File: src/rtl/pipe_pkg.sv
// Shared types and defaults for the pipeline stage register.
// Latency: n/a (types and constants only).
// Backpressure: n/a.
package pipe_pkg;

    // Occupancy of the two-entry skid variant.
    typedef enum logic [1:0] {
        EMPTY = 2'd0,
        BUSY  = 2'd1,
        FULL  = 2'd2
    } pstate_t;

    localparam int PIPE_W      = 32;
    localparam int STALL_CNT_W = 16;

endpackage

File: src/rtl/sat_counter.sv
// Saturating up-counter with synchronous clear (clear beats increment).
// Latency: count updates on the same edge that samples inc/clr.
// Backpressure: none; holds at all-ones once saturated.
//
// Ports:
//   CLK, RST : clock, asynchronous active-high reset
//   inc      : add one this cycle (ignored once saturated)
//   clr      : force the count to zero
//   cnt      : current count
import pipe_pkg::*;

module sat_counter #(
    parameter int CNT_W = STALL_CNT_W
) (
    input  logic             CLK,
    input  logic             RST,
    input  logic             inc,
    input  logic             clr,
    output logic [CNT_W-1:0] cnt
);

    logic [CNT_W-1:0] cnt_q;
    logic [CNT_W-1:0] cnt_d;

    always_comb begin
        cnt_d = cnt_q;
        if (clr) begin
            cnt_d = '0;
        end else if (inc && (cnt_q != '1)) begin
            cnt_d = cnt_q + CNT_W'(1);
        end
    end

    always_ff @(posedge CLK or posedge RST) begin
        if (RST) begin
            cnt_q <= '0;
        end else begin
            cnt_q <= cnt_d;
        end
    end

    assign cnt = cnt_q;

endmodule

File: src/rtl/pipe_stage_reg.sv
// Valid/ready pipeline stage register with flush and a saturating stall counter.
// Latency: one cycle from accept to out_valid/out_data; one transfer per cycle sustained.
// Backpressure: SKID=1 absorbs one extra beat, in_ready registered; SKID=0 in_ready = !out_valid || out_ready.
//
// Ports:
//   CLK, RST              : clock, asynchronous active-high reset
//   flush                 : drop every held entry, out_data returns to RST_VAL
//   clr_cnt               : zero the stall counter
//   in_valid/in_ready/in_data    : upstream handshake and payload
//   out_valid/out_ready/out_data : downstream handshake and payload (always from the main register)
//   stall_cnt             : saturating count of cycles with out_valid && !out_ready
import pipe_pkg::*;

module pipe_stage_reg #(
    parameter int               WIDTH   = PIPE_W,
    parameter int               SKID    = 1,
    parameter logic [WIDTH-1:0] RST_VAL = '0,
    parameter int               CNT_W   = STALL_CNT_W
) (
    input  logic             CLK,
    input  logic             RST,
    input  logic             flush,
    input  logic             clr_cnt,
    input  logic             in_valid,
    output logic             in_ready,
    input  logic [WIDTH-1:0] in_data,
    output logic             out_valid,
    input  logic             out_ready,
    output logic [WIDTH-1:0] out_data,
    output logic [CNT_W-1:0] stall_cnt
);

    generate
        if (SKID != 0) begin : g_skid
            pstate_t          state_q, state_d;
            logic [WIDTH-1:0] main_q, main_d;
            logic [WIDTH-1:0] skid_q, skid_d;
            logic             rdy_q;
            logic             accept;
            logic             deliver;

            assign accept  = in_valid && rdy_q;
            assign deliver = (state_q != EMPTY) && out_ready;

            // State register; in_ready is registered from the next state so
            // out_ready never reaches in_ready combinationally.
            always_ff @(posedge CLK or posedge RST) begin
                if (RST) begin
                    state_q <= EMPTY;
                    rdy_q   <= 1'b1;
                end else begin
                    state_q <= state_d;
                    rdy_q   <= (state_d != FULL);
                end
            end

            // Next-state logic; flush overrides everything.
            always_comb begin
                state_d = state_q;
                if (flush) begin
                    state_d = EMPTY;
                end else begin
                    case (state_q)
                        EMPTY: if (accept) state_d = BUSY;
                        BUSY: begin
                            if (accept && !deliver) begin
                                state_d = FULL;
                            end else if (!accept && deliver) begin
                                state_d = EMPTY;
                            end
                        end
                        FULL:    if (deliver) state_d = BUSY;
                        default: state_d = EMPTY;
                    endcase
                end
            end

            // Datapath steering. An accept during a flush is dropped; the
            // delivered beat was already sampled downstream from main_q.
            always_comb begin
                main_d = main_q;
                skid_d = skid_q;
                if (flush) begin
                    main_d = RST_VAL;
                end else begin
                    case (state_q)
                        EMPTY: if (accept) main_d = in_data;
                        BUSY: begin
                            if (accept && deliver) begin
                                main_d = in_data;
                            end else if (accept) begin
                                skid_d = in_data;
                            end
                        end
                        FULL:    if (deliver) main_d = skid_q;
                        default: main_d = main_q;
                    endcase
                end
            end

            always_ff @(posedge CLK or posedge RST) begin
                if (RST) begin
                    main_q <= RST_VAL;
                    skid_q <= RST_VAL;
                end else begin
                    main_q <= main_d;
                    skid_q <= skid_d;
                end
            end

            assign in_ready  = rdy_q;
            assign out_valid = (state_q != EMPTY);
            assign out_data  = main_q;
        end else begin : g_bare
            logic             vld_q, vld_d;
            logic [WIDTH-1:0] main_q, main_d;
            logic             rdy;

            assign rdy = !vld_q || out_ready;

            always_comb begin
                vld_d  = vld_q;
                main_d = main_q;
                if (flush) begin
                    vld_d  = 1'b0;
                    main_d = RST_VAL;
                end else if (in_valid && rdy) begin
                    vld_d  = 1'b1;
                    main_d = in_data;
                end else if (vld_q && out_ready) begin
                    vld_d  = 1'b0;
                end
            end

            always_ff @(posedge CLK or posedge RST) begin
                if (RST) begin
                    vld_q  <= 1'b0;
                    main_q <= RST_VAL;
                end else begin
                    vld_q  <= vld_d;
                    main_q <= main_d;
                end
            end

            assign in_ready  = rdy;
            assign out_valid = vld_q;
            assign out_data  = main_q;
        end
    endgenerate

    sat_counter #(
        .CNT_W (CNT_W)
    ) u_stall_cnt (
        .CLK (CLK),
        .RST (RST),
        .inc (out_valid && !out_ready),
        .clr (clr_cnt),
        .cnt (stall_cnt)
    );

endmodule

File: config.mk
export PLATFORM = sky130hd
export DESIGN_NAME = pipe_stage_reg
export DESIGN_NICKNAME = d
export VERILOG_FILES = /design/src/rtl/pipe_pkg.sv /design/src/rtl/sat_counter.sv /design/src/rtl/pipe_stage_reg.sv
export SDC_FILE = /design/constraint.sdc
export NUM_CORES = 1
export LEC_CHECK = 0
export CORE_UTILIZATION = 35
export DETAILED_ROUTE_END_ITERATION = 6
export PLACE_DENSITY_LB_ADDON = 0.2
export SYNTH_ARGS = -nofsm -noshare
export SYNTH_HDL_FRONTEND = slang
export SYNTH_SLANG_ARGS = --single-unit
File: constraint.sdc
create_clock -name CLK -period 4.6 [get_ports CLK]
set_input_delay 1.38 -clock CLK [delete_from_list [all_inputs] [get_ports CLK]]
set_output_delay 1.38 -clock CLK [all_outputs]
set_load 0.005 [all_outputs]
==> results of run 1 <==
[cells in the final DEF, fill, tap and decap left out, types with 2 or more instances in the layout]
master	Yosys	layout
or3_1	4	4
a21oi_1	14	13
nor3_1	35	35
clkbuf_8	0	11
o21ai_0	4	4
or2_2	2	2
mux2_2	32	32
o41ai_1	3	3
nand4_1	4	4
o21ba_2	2	2
dfrtp_1	82	82
nand3b_1	2	2
or4_1	7	7
nor2_1	4	4
inv_1	6	5
a211oi_1	32	32
o31ai_1	6	6
buf_4	0	4
mux2i_1	33	33
nand2_1	11	11
clkinv_2	0	3
clkdlybuf4s50_1	0	87
clkinvlp_4	0	2
nand3_1	8	7
nor4_1	2	2
or2_1	2	2
[cell families (layout without fill, tap and decap cells)]
logic type,Yosys count,count (layout),synth area share
AND/OR/NAND/NOR,90,90,0.130
flip-flops,83,83,0.536
AO/OA/AOI/OAI,65,65,0.118
multiplexers,65,65,0.178
buffers and inverters,31,114,0.0342
adder cells (fa/ha/maj),1,1,0.00323
[per-stage QoR]
step                utilization  setup WS [ns]  total power (uW)
floorplan                     -           1.08              1090
global placement          0.452           1.11              1240
detailed placement        0.452           1.03              1250
CTS                       0.469           1.41              1730
global route              0.469           1.31              1810
finish                    0.469           1.45              1710
[worst max-delay path, delay by kind of cell]
kind / cells / cell delay (ns)
buffers and inverters: 1 / 0.52
and+or+nand+nor: 2 / 0.92
muxes: 1 / 0.55
[layout make-up]
cell class / instances / area (um2)
fillers: 1029 / 5730
multi-input cells: 221 / 1690
clock inverters: 4 / 25.0
inverters: 6 / 23.8
well taps: 140 / 175
flip-flops and latches: 83 / 2080
clock buffers: 12 / 155
repair buffers: 92 / 921
[how the worst max path moves through the flow]
stage | from | cells past startpoint | to
2_1_floorplan | RST | 1 | g_skid.skid_q[0]
3_3_place_gp | in_valid | 4 | g_skid.skid_q[12]
3_5_place_dp | in_valid | 4 | g_skid.skid_q[16]
4_1_cts | in_valid | 4 | g_skid.skid_q[7]
5_1_grt | out_ready | 4 | g_skid.skid_q[27]
6_report | in_valid | 4 | g_skid.skid_q[7]
[power breakdown]
part	switching [uW]	internal [uW]
Clock	257	224
Combinational	125	193
Sequential	61.2	846
Total	444	1260
[registers in the layout (all words and copies together), names as in the netlist]
name	count
g_skid.skid_q	32
g_skid.state_q	2
out_data	32
in_ready	1
u_stall_cnt.cnt	16
[cell usage after synthesis, types with 2 or more instances]
cell and count:
mux2_2 32, or2_1 2, o21ba_2 2, nand2_1 11, a211oi_1 32, or3_1 4
clkbuf_1 14, inv_1 6, or2_2 2, nor3_1 35, buf_1 3, nand4_1 4
nor2_1 4, nand3_1 8, buf_2 7, o41ai_1 3, or4_1 7, mux2i_1 33
a21oi_1 14, o31ai_1 6, dfrtp_1 82, nand3b_1 2, nor4_1 2, o21ai_0 4
[metal layers]
layer  global-route usage  wire, um  up-vias  part of all wire
met5                    0         0        -                 0
met4               0.0626       118        0             0.013
met3               0.0424       426        9             0.048
met2                0.276      4340       57              0.49
met1                0.213      4020     1461              0.45
li1                     -         -     1413                 -
==> reports/qor.txt, run 1 <==
status: finished with violations
failing checks: design-rule violations
deepest clock path buffer count: 2
relative slew slack: 0.197
maxcap violations: 0
WHS Endpoint: g_skid.skid_q[31]
largest cells by area after synthesis: dfrtp_1, mux2_2, mux2i_1
ANT nets after route: 0
cell count after placement: 542
via count: 2940
GRT Util Overall: 0.168
Distinct cells, synth: 40
P_leak: 0.00221 uW
final hold vios: 0
clk sinks: 83
Core Area: 10800 um2
Worst R2R End: u_stall_cnt.cnt[7]
Layout Nets: 452
CTS tree: done
Post-Place Cell Area: 4880 um2
Final Cell Area: 5060 um2
area grow syn2layout: 30.6%
Die Y: 107 um
RSZ-0062 raised after global routing: no
WP data required: 4.84 ns
initial antenna violation count: 0
clock skew: 0.00775 ns
Slowest cell on crit path: nand3_2
ys async rst share: 1.00
FF-to-FF setup slack: 2.28 ns
sequential area share after synthesis: 0.536
fin. max-slew vios: 0
H-tree Lvls: 3
Crit path arrival time: 3.39 ns
Min-Delay Startpoint: g_skid.skid_q[31]
largest net degree at the start of global routing: 84
post-synth top area cell: dfrtp_1
Die Footprint: 11500 um2
WS Path Type: in -> reg
worst-path cell chain: clkdlybuf4s50_1 -> and3b_1 -> nand3_2 -> mux2_2
FF+latch count, synth: 83
final std cells w/o fill: 558
total grt overflow: 0
Root Buffer: clkbuf_8
CTS Buf Count: 9
effective utilization at floorplan: 0.359
placed wire-length estimate: 5.71 mm
Setup TNS: 0 ns
Top FF cell, synth: dfrtp_1
peak per-stage delay on the critical path: 0.69 ns
Synthesized Nets: 374
synthesized cell area: 3880 um2
Worst-Skew Late Latency: 0.36 ns
Pwr Density: 337 nW/um2
Final setup viols: 0
Ys Warns: 0
period utilization: 0.685
R2R depth: 5
Yosys top cell area share: 0.529
# IOs: 88
Gates resized, CTS repair: 0
postcts setup bufs: 0
hold crit path type: reg -> reg
share of layout cells above drive strength 1: 0.160
vias in the first global route: 2961
fmax: 318 MHz
Post-synth EDFFs: 0
CTS clk-pin slew, worst paths: 0.08 ns
IO buf count: 87
aggregate routed wire length: 8.90 mm
hold depth: 1
DRC Markers: 2
Worst Tran Pin Value: 1.19 ns
global-route wire length before repair: 14.8 mm
routability cong.: 0.713
Max VDD drop: 117 uV
hold_ws: 0.507 ns
Post-Synthesis Cells: 335
FF-to-FF Start: u_stall_cnt.cnt[0]
Critical Path Source Type: input port
via density per instance: 5.27
number of diodes: 0
Die Span X: 107 um
cts hold-fix bufs: 0
crit path max fanout: 32
Initial DRC Count: 105
syn avg cell area: 11.6 um2
Worst setup EP type: flip-flop
WL per Instance: 16.0 um
First-pass DRT Iterations: 6
fin crit period: 3.15 ns
row cnt: 38
No activity file was read; power rests on OpenSTA's default activity.
==> run 2: changes to the inputs <==
- clock period: 4.6 -> 3.21 ns (I/O delays scaled with it)
==> reports/qor.txt, run 2 (synthesis results as in run 1) <==
FF-to-FF Start: g_skid.state_q[0]
vias in the first global route: 3109
WL per Instance: 16.2 um
deepest clock path buffer count: 2
Die Footprint: 11500 um2
Seq pwr share: 0.516
RSZ-0062 raised after global routing: no
hold crit path type: reg -> reg
final std cells w/o fill: 567
failing checks: design-rule violations
placed wire-length estimate: 6.25 mm
Setup TNS: 0 ns
fill cell count: 1033
Pwr Density: 489 nW/um2
cell count after placement: 551
clk sinks: 83
WS Path Type: in -> reg
routability cong.: 0.729
Final setup viols: 0
most frequent cells in the layout: clkdlybuf4s50_1, dfrtp_1, nor3_1
fin. max-slew vios: 0
P_leak: 0.00226 uW
Die Span X: 107 um
GRT Util Overall: 0.175
row cnt: 38
crit path to: u_stall_cnt.cnt[13]
Gates resized, CTS repair: 0
maxcap violations: 0
Worst-Skew Late Latency: 0.35 ns
aggregate routed wire length: 9.18 mm
fmax: 371 MHz
Slowest cell on crit path: or4_4
Initial DRC Count: 128
Layout Nets: 461
area grow syn2layout: 32.8%
First-pass DRT Iterations: 6
Worst Tran Pin Value: 0.775 ns
via density per instance: 5.26
worst-path cell chain: clkdlybuf4s50_1 -> o21bai_2 -> or4_4 -> or4_1 -> and3_1
crit path max fanout: 7
CTS Buf Count: 9
total grt overflow: 0
initial antenna violation count: 0
share of layout cells above drive strength 1: 0.180
IO buf count: 87
status: finished with violations
Die Y: 107 um
Root Buffer: clkbuf_8
WP data required: 3.46 ns
crit path launch: out_ready
number of diodes: 0
clock skew: 0.00467 ns
postcts setup bufs: 0
largest net degree at the start of global routing: 37
clock power share: 0.298
Worst R2R End: out_data[17]
DRC Markers: 2
Worst setup EP type: flip-flop
R2R depth: 4
final hold vios: 0
Max VDD drop: 181 uV
via count: 2981
P_int: 1860 uW
commonest non-fill, non-tap cell in the layout: clkdlybuf4s50_1
H-tree Lvls: 3
relative slew slack: 0.483
CTS tree: done
effective utilization at floorplan: 0.359
Core Area: 10800 um2
FF-to-FF setup slack: 1.16 ns
Critical Path Source Type: input port
cts hold-fix bufs: 0
Switching Share: 0.260
peak per-stage delay on the critical path: 0.58 ns
# IOs: 88
ANT nets after route: 0
fin crit period: 2.70 ns
overall power: 2520 uW
Sw Pwr: 655 uW
combinational share of power: 0.186
Crit path arrival time: 2.94 ns
period utilization: 0.840
global-route wire length before repair: 15.7 mm
hold_ws: 0.508 ns
CTS clk-pin slew, worst paths: 0.08 ns
run 2: cell count changes in the layout (fill, tap and decap cells not counted):
cell | before | now
buf_4 | 4 | 13
clkbuf_1 | 1 | 0
clkbuf_8 | 11 | 13
clkinv_2 | 3 | 2
run 2: critical path, delay by kind of cell:
family | cells | cell delay (ns)
and+or+nand+nor | 3 | 1.19
AOI/OAI and AO/OA | 1 | 0.28
buffers and inverters | 1 | 0.51
run 2: worst min path at each step:
stage          slack (ns)                end  depth (start not counted)               from
4_1_cts              0.51   g_skid.skid_q[5]                          1   g_skid.skid_q[5]
5_1_grt              0.52  g_skid.skid_q[18]                          1  g_skid.skid_q[18]
3_5_place_dp         0.49   g_skid.skid_q[5]                          1   g_skid.skid_q[5]
3_3_place_gp         0.49   g_skid.skid_q[6]                          1   g_skid.skid_q[6]
2_1_floorplan        0.48  g_skid.skid_q[30]                          1  g_skid.skid_q[30]
6_report             0.51  g_skid.skid_q[14]                          1  g_skid.skid_q[14]
run 2: final cells by class:
cell class	instances	area, um2	area share
Clock inverter	3	20.0	0.00389
Tap cell	140	175	0.0340
Multi-Input combinational cell	221	1690	0.327
Timing Repair Buffer	101	988	0.192
Sequential cell	83	2080	0.404
Inverter	6	23.8	0.00462
Clock buffer	13	179	0.0347
run 2: power groups by stage:
stage / Clock, uW / Sequential (uW) / Combinational (uW)
after global routing: 814 / 1320 / 516
final: 751 / 1300 / 467
after CTS: 770 / 1300 / 476
after detailed placement: 0 / 1320 / 475
after floorplan: 0 / 1300 / 268
after global placement: 0 / 1310 / 465
run 2: per-stage QoR:
stage                     cell area (um2)  utilization  setup WS (ns)
after floorplan                      3880            -          0.112
after global placement               4950        0.459          0.202
after detailed placement             4950        0.459          0.155
after CTS                            5150        0.477          0.534
after global routing                 5150        0.477          0.409
final                                5150        0.477          0.515
run 2: layer usage:
| metal | up-vias | track usage | wire [um] |
|---|---|---|---|
| met5 | - | 0 | 0 |
| met4 | 0 | 0.0793 | 199 |
| met3 | 14 | 0.0321 | 354 |
| met2 | 68 | 0.287 | 4500 |
| met1 | 1466 | 0.223 | 4130 |
| li1 | 1433 | - | - |
==> run 3: changes to the inputs <==
- clock period: 3.21 -> 2.6 ns (I/O delays scaled with it)
==> reports/qor.txt, run 3 (synthesis results as in run 1) <==
FF-to-FF setup slack: 0.61 ns
Worst-Skew Late Latency: 0.36 ns
Root Buffer: clkbuf_8
combinational share of power: 0.187
Gates resized, CTS repair: 0
crit path max fanout: 8
final hold vios: 0
Initial DRC Count: 107
routability cong.: 0.724
row cnt: 38
hold crit path type: reg -> reg
Crit path depth: 2
effective utilization at floorplan: 0.359
Seq pwr share: 0.511
CP top delay family: flip-flops
Worst Tran Pin Value: 0.704 ns
period utilization: 0.940
largest net degree at the start of global routing: 55
CTS clk-pin slew, worst paths: 0.09 ns
cts hold-fix bufs: 0
fill cell count: 981
First-pass DRT Iterations: 6
CTS Buf Count: 9
Crit path arrival time: 1.66 ns
ANT nets after route: 0
post-layout util: 0.483
via count: 3025
# IOs: 88
crit path to: out_valid
postcts setup bufs: 0
fin. max-slew vios: 0
Worst R2R End: u_stall_cnt.cnt[15]
deepest clock path buffer count: 2
WS Path Type: reg -> out
clock skew: 0.0136 ns
Die Footprint: 11500 um2
Pwr Density: 603 nW/um2
Final setup viols: 0
clock power share: 0.303
global-route wire length before repair: 15.3 mm
DRC Markers: 2
RSZ-0062 raised after global routing: no
fin crit period: 2.44 ns
Max VDD drop: 236 uV
worst-path cell chain: or2_2 -> clkdlybuf4s50_1
FF-to-FF Start: u_stall_cnt.cnt[5]
hold_ws: 0.510 ns
WL per Instance: 16.2 um
Slowest cell on crit path: dfrtp_1
P_int: 2300 uW
R2R depth: 4
most frequent cells in the layout: clkdlybuf4s50_1, dfrtp_1, nor3_1
aggregate routed wire length: 9.21 mm
clk sinks: 83
placed wire-length estimate: 6.05 mm
peak per-stage delay on the critical path: 0.52 ns
number of diodes: 0
Die Span X: 107 um
Worst setup EP type: output port
maxcap violations: 0
H-tree Lvls: 3
relative slew slack: 0.526
Die Y: 107 um
commonest non-fill, non-tap cell in the layout: clkdlybuf4s50_1
Core Area: 10800 um2
initial antenna violation count: 0
Final Cell Area: 5210 um2
P_leak: 0.00228 uW
Layout Nets: 463
total grt overflow: 0
crit path launch: g_skid.state_q[0]
CTS tree: done
via density per instance: 5.32
share of layout cells above drive strength 1: 0.184
status: finished with violations
failing checks: design-rule violations
Post-Place Cell Area: 5010 um2
fmax: 409 MHz
vias in the first global route: 3057
Sw Pwr: 835 uW
Critical Path Source Type: flip-flop
GRT Util Overall: 0.173
IO buf count: 87
WP data required: 1.82 ns
Critical path buffers and inverters: 1
area grow syn2layout: 34.3%
Switching Share: 0.266
==> run 3: power by group through the flow <==
| stage | sequential [uW] | clock, uW | combinational, uW |
|---|---|---|---|
| 2_1_floorplan | 1610 | 0 | 331 |
| 3_3_place_gp | 1620 | 0 | 582 |
| 3_5_place_dp | 1630 | 0 | 596 |
| 4_1_cts | 1600 | 982 | 597 |
| 5_1_grt | 1630 | 1040 | 644 |
| 6_report | 1600 | 950 | 586 |
==> run 3: per-layer routing <==
metal,vias to the layer above,track usage,wire length (um)
met4,0,0.0499,91
met3,7,0.0466,388
met5,-,0,0
li1,1440,-,-
met2,55,0.284,4520
met1,1523,0.222,4210
==> run 3: worst min-delay path by stage <==
stage,from,end,slack (ns),cells after the start
after floorplan,g_skid.skid_q[30],g_skid.skid_q[30],0.48,1
after global placement,g_skid.skid_q[5],g_skid.skid_q[5],0.49,1
after detailed placement,g_skid.skid_q[22],g_skid.skid_q[22],0.49,1
after CTS,g_skid.skid_q[26],g_skid.skid_q[26],0.51,1
after global routing,g_skid.skid_q[25],g_skid.skid_q[25],0.52,1
final,g_skid.skid_q[16],g_skid.skid_q[16],0.51,1
==> run 3: through the flow <==
step	setup slack (ns)	cells	setup TNS, ns	total power [uW]
4_1_cts	0.131	569	0	3180
5_1_grt	0.0724	569	0	3310
3_5_place_dp	-0.0936	553	-0.268	2230
2_1_floorplan	0.357	335	0	1940
6_report	0.157	569	0	3140
3_3_place_gp	-0.0982	553	-0.254	2200
==> run 3: worst register-to-register path, stage by stage, from the launching register on <==
cell and delay [ns]:
dfrtp_1 0.49, nand4_2 0.21, or4_4 0.57, or4_1 0.48, o211a_1 0.14
==> run 3: layout make-up <==
class / instances / area (um2) / share of cell area
clock buffer: 9 / 124 / 0.0238
clock inverter: 7 / 78.8 / 0.0151
inverter: 6 / 26.3 / 0.00504
multi-input combinational: 221 / 1690 / 0.324
sequential: 83 / 2080 / 0.399
tap: 140 / 175 / 0.0336
timing repair buffer: 103 / 1040 / 0.200
==> RTL edit 1, RTL diff (config.mk and constraints of run 2) <==
Encoding of `pstate_t`: now one-hot (3 bits for 3 states).
--- a/src/rtl/pipe_pkg.sv
+++ b/src/rtl/pipe_pkg.sv
@@ -4,10 +4,10 @@
 package pipe_pkg;
 
     // Occupancy of the two-entry skid variant.
-    typedef enum logic [1:0] {
-        EMPTY = 2'd0,
-        BUSY  = 2'd1,
-        FULL  = 2'd2
+    typedef enum logic [2:0] {
+        EMPTY = 3'b001,
+        BUSY  = 3'b010,
+        FULL  = 3'b100
     } pstate_t;
 
     localparam int PIPE_W      = 32;
Formal check against the unedited RTL: same outputs for any inputs over 4 cycles, from zero or initial values and one cycle with RST high; so few cycles prove little.
==> RTL edit 1 against run 2 <==
- the run still ends with design-rule violations left
- critical path depth down 2
- synthesized area up 8.5%
- cell count up 1.6%
- setup slack worse by 0.044 ns
- power up 7.6%
- die area up 8.4%
- combinational power down 17%
- sequential cell count up 1
- wire length up 7.8%
- highest routed layer unchanged
- hold slack worse by 0.018 ns
- final area up 8.1%
- critical endpoint is now out_valid
==> RTL edit 1: results (changes against run 2) <==
[outcome]
run_status=complete, but fails checks  ; unchanged
violations=design-rule violations  ; unchanged

[timing]
finClkSkew_ns=0.0129  ; was 0.00467 ns
worst_pin_slew_ns=0.705  ; was 0.775 ns

[global_route]
grt_max_degree=36  ; was 37
grt_pass1_wl_um=16600  ; was 15700 µm
grt_pass1_vias=3247  ; was 3109
grtUsageMet1_pct=22.2  ; was 22.3%
met3_usage_pct=3.97  ; was 3.21%
grt_usage_pct=16.6  ; was 17.5%
grt_use_met2_pct=26.8  ; was 28.7%
grt_antenna_before_repair=0  ; unchanged

[setup_path]
r2r_cells=5  ; was 4
slowest_stage=dfstp_2  ; was or4_4
cp.arrival_ns=1.78  ; was 2.94 ns
critPathMaxStageDelay_ns=0.60  ; was 0.58 ns
cp_max_fo=7  ; unchanged

[routing]
avgViaCountPerCell=5.37  ; was 5.26
drtIter0Drc=105  ; was 128
route.detailed.drc=5  ; was 2
firstDrtPassIters=7  ; was 6
wirelength_um=9890  ; was 9180 µm

[min_path]
hold_depth=1  ; unchanged
hp-class=register to register  ; unchanged

[synthesis]
ys_seq_area_share_pct=50.0  ; was 53.6%
syn-num-nets=384  ; was 374
async_flop_share_pct=100  ; unchanged
netlist_instances=345  ; was 335
synth_flop_cell=dfrtp_1  ; unchanged
ys_top_cells_by_area=dfrtp_1 (49%), a211oi_2 (9.2%), mux2i_1 (8.3%)  ; was dfrtp_1 (53%), mux2_2 (9.3%), mux2i_1 (8.5%)
synth.distinct_cells=49  ; was 40
yosysWarnings=0  ; unchanged
synth_top_cells_by_count=dfrtp_1 (82), nor3_1 (36), mux2i_1 (35), a211oi_2 (31), mux2_2 (28)  ; was dfrtp_1 (82), nor3_1 (35), mux2i_1 (33), a211oi_1 (32), mux2_2 (32)

[cells_and_area]
nNetsFinal=467  ; was 461
antennaDiodeCount=0  ; unchanged
drive_gt1_share_pct=22.6  ; was 18.0%
finalNonFillerCells=576  ; was 567

[cts]
cts-root-buf=clkbuf_16  ; was clkbuf_8
htreeDepth=3  ; unchanged
post-cts-setup-buffers=0  ; unchanged
clockBufferDepth=2  ; unchanged
clock_latency_ns=0.33  ; was 0.35 ns
cts_buffers=9  ; unchanged
clkTransAtPathRegs_ns=0.07
cts-resized-gates=0  ; unchanged

[placed_design]
dp_hpwl_um=6460  ; was 6250 µm
gp_congestion=0.795  ; was 0.729
io_buffers=87  ; unchanged
dpl_worst_slack_ns=0.424  ; was 0.155 ns
dp_cells=560  ; was 551

[power_and_ir_drop]
p_leak_nw=2.23  ; was 2.26 nW
ir_drop_mv=0.354  ; was 0.181 mV

-- RTL edit 1: cell count changes after synthesis, moves of 7 or more --
cell	delta
a211oi_2	+31
a211oi_1	-30
mux2_1	+7
nand2_1	-7
-- RTL edit 1: path summary, 6_finish.rpt --
check	startpoint	endpoint	slack (ns)
max in group asynchronous	RST	u_stall_cnt.cnt[12]$_DFFE_PP0P_	1.66
max	g_skid.state_q[0]$_DFF_PP1_	out_valid	0.47
max reg2reg	u_stall_cnt.cnt[1]$_DFFE_PP0P_	u_stall_cnt.cnt[7]$_DFFE_PP0P_	1.16
min reg2reg	g_skid.skid_q[26]$_DFFE_PP0P_	g_skid.skid_q[26]$_DFFE_PP0P_	0.49
min in group asynchronous	RST	u_stall_cnt.cnt[3]$_DFFE_PP0P_	0.94
min	g_skid.skid_q[26]$_DFFE_PP0P_	g_skid.skid_q[26]$_DFFE_PP0P_	0.49
-- RTL edit 1: cells by family after synthesis --
logic type / after synthesis / synth area share [%]
AOI/OAI and AO/OA: 59 / 13.4
muxes: 70 / 17.7
DFF: 84 / 50.0
and+or+nand+nor: 97 / 14.1
adders and majority gates: 1 / 0.297
xor gates and xnor gates: 1 / 0.208
buffers and inverters: 33 / 4.28
-- RTL edit 1: per-stage QoR --
stage | cell area [µm²] | hold WS (ns)
finish | 5570 | 0.490
global route | 5570 | 0.515
detailed placement | 5250 | 0.479
CTS | 5570 | 0.494
global placement | 5250 | 0.467
floorplan | 4210 | 0.458
-- RTL edit 1: power breakdown --
group	total, mW	leakage (nW)	switching [mW]	internal (mW)
clock network	1.13	0.157	0.401	0.726
logic	0.387	0.943	0.173	0.215
registers	1.19	1.13	0.0494	1.14
-- RTL edit 1: worst max-delay path, delay by kind of cell, from the launching register on --
kind	cells	cell delay, ns
AND/OR/NAND/NOR	1	0.30
flip-flops	1	0.60
buffers and inverters	2	0.56
-- RTL edit 1: cell type report --
| class | instances | area, µm² |
|---|---|---|
| clock buffer | 14 | 264 |
| clock inverter | 2 | 60.1 |
| fill | 1073 | 6000 |
| inverter | 6 | 23.8 |
| multi-input combinational | 228 | 1940 |
| sequential | 84 | 2100 |
| tap | 143 | 179 |
| timing repair buffer | 99 | 993 |
-- RTL edit 1: routing by layer --
layer	routed length [µm]	vias up
li1	-	1454
met1	4660	1562
met2	4730	69
met3	435	6
met4	72	0
met5	0	-
==> RTL edit 2, RTL diff (flow settings as in run 2) <==
Made on the original files. Set the parameter `SKID` to 0 (it was 1). Comments in the files are not updated.
--- a/src/rtl/pipe_stage_reg.sv
+++ b/src/rtl/pipe_stage_reg.sv
@@ -13,7 +13,7 @@
 
 module pipe_stage_reg #(
     parameter int               WIDTH   = PIPE_W,
-    parameter int               SKID    = 1,
+    parameter int               SKID    = 0,
     parameter logic [WIDTH-1:0] RST_VAL = '0,
     parameter int               CNT_W   = STALL_CNT_W
 ) (
Formal check against the unedited RTL: not equivalent (a bounded check fails within 4 cycles, from zero or initial values and one cycle with RST high).
==> RTL edit 2 against run 2 <==
- critical path depth is 1 lower
- register-to-register slack improved by 0.02 ns
- setup slack got worse by 0.37 ns
- wire length fell by 45%
- hold slack improved by 0.0071 ns
- synthesized area shrank 47%
- combinational power shrank 64%
- highest routed layer unchanged
- final area decreased by 39%
- sequential cell count fell by 34
- critical endpoint is now in_ready
- clock power fell by 51%
- power down 53%
- global-route usage rose by 0.14 points
==> RTL edit 2: results (changes against run 2) <==
[placed_design]
dp_cells=331  ; was 551
gp_congestion=0.748  ; was 0.729
dpl_cell_area_mm2=0.00306  ; was 0.00495 mm²
dp_hpwl_um=3670  ; was 6250 µm
dpl_worst_slack_ns=0.149  ; was 0.155 ns

[power_and_ir_drop]
ir_drop_mv=0.207  ; was 0.181 mV
p_leak_nw=1.31  ; was 2.26 nW

[synthesis]
ys_top_cells_by_area=dfrtp_1 (59%), a22o_1 (14%), o31ai_1 (3.6%)  ; was dfrtp_1 (53%), mux2_2 (9.3%), mux2i_1 (8.5%)
synth_top_cells_by_count=dfrtp_1 (49), a22o_1 (32), a21oi_1 (14), o31ai_1 (10), or4_1 (9)  ; was dfrtp_1 (82), nor3_1 (35), mux2i_1 (33), a211oi_1 (32), mux2_2 (32)
ys_seq_area_share_pct=59.4  ; was 53.6%
synth.distinct_cells=30  ; was 40
netlist_instances=174  ; was 335

[routing]
m1WireLength_um=2340  ; was 4130 µm
drtIter0Drc=114  ; was 128
wl_met3_um=337  ; was 354 µm

[setup_path]
reg2reg_from=u_stall_cnt.cnt[0]$_DFFE_PP0P_  ; was g_skid.state_q[0]$_DFF_PP0_
r2r_cells=6  ; was 4
cp.arrival_ns=2.10  ; was 2.94 ns
reg2reg_slack_ns=1.18  ; was 1.16 ns
crit_type=input pin to output port  ; was input pin to register

[global_route]
grtUsageMet1_pct=24.6  ; was 22.3%
grt_pass1_wl_um=8600  ; was 15700 µm
met3_usage_pct=4.83  ; was 3.21%

[timing]
setup_slack_ns=0.144  ; was 0.515 ns
finClkSkew_ns=0.00753  ; was 0.00467 ns

[cells_and_area]
nNetsFinal=305  ; was 461

[cts]
htreeDepth=2  ; was 3
cts_buffers=5  ; was 9
clock_latency_ns=0.30  ; was 0.35 ns

[outcome]
run_status=finished, final reports clean  ; was complete, but fails checks

RTL edit 2: cell count changes after synthesis, moves of 6 or more:
cell and delta:
nor3_1 -34, dfrtp_1 -33, mux2i_1 -33, a211oi_1 -32
a22o_1 +32, mux2_2 -32, nand2_1 -7, buf_2 -6
clkbuf_1 -6
RTL edit 2: cells by family after synthesis:
kind of cell	Yosys count	synth area share, %
compound gates	63	23.0
flops	49	59.4
simple gates	43	13.0
buf+inv	17	3.40
mux	1	0.546
fa+ha+maj	1	0.606
RTL edit 2: critical path: stages:
cell and delay, ns:
clkdlybuf4s50_1 0.49, nor2b_1 0.06, inv_1 0.07, clkdlybuf4s50_1 0.52
RTL edit 2: layout make-up:
type	count	area (µm²)
Clock inverter	3	21.3
Fill cell	513	2450
Tap cell	72	90.1
Timing Repair Buffer	96	951
Clock buffer	5	68.8
Sequential cell	49	1230
Multi-Input combinational cell	108	773
Inverter	6	22.5
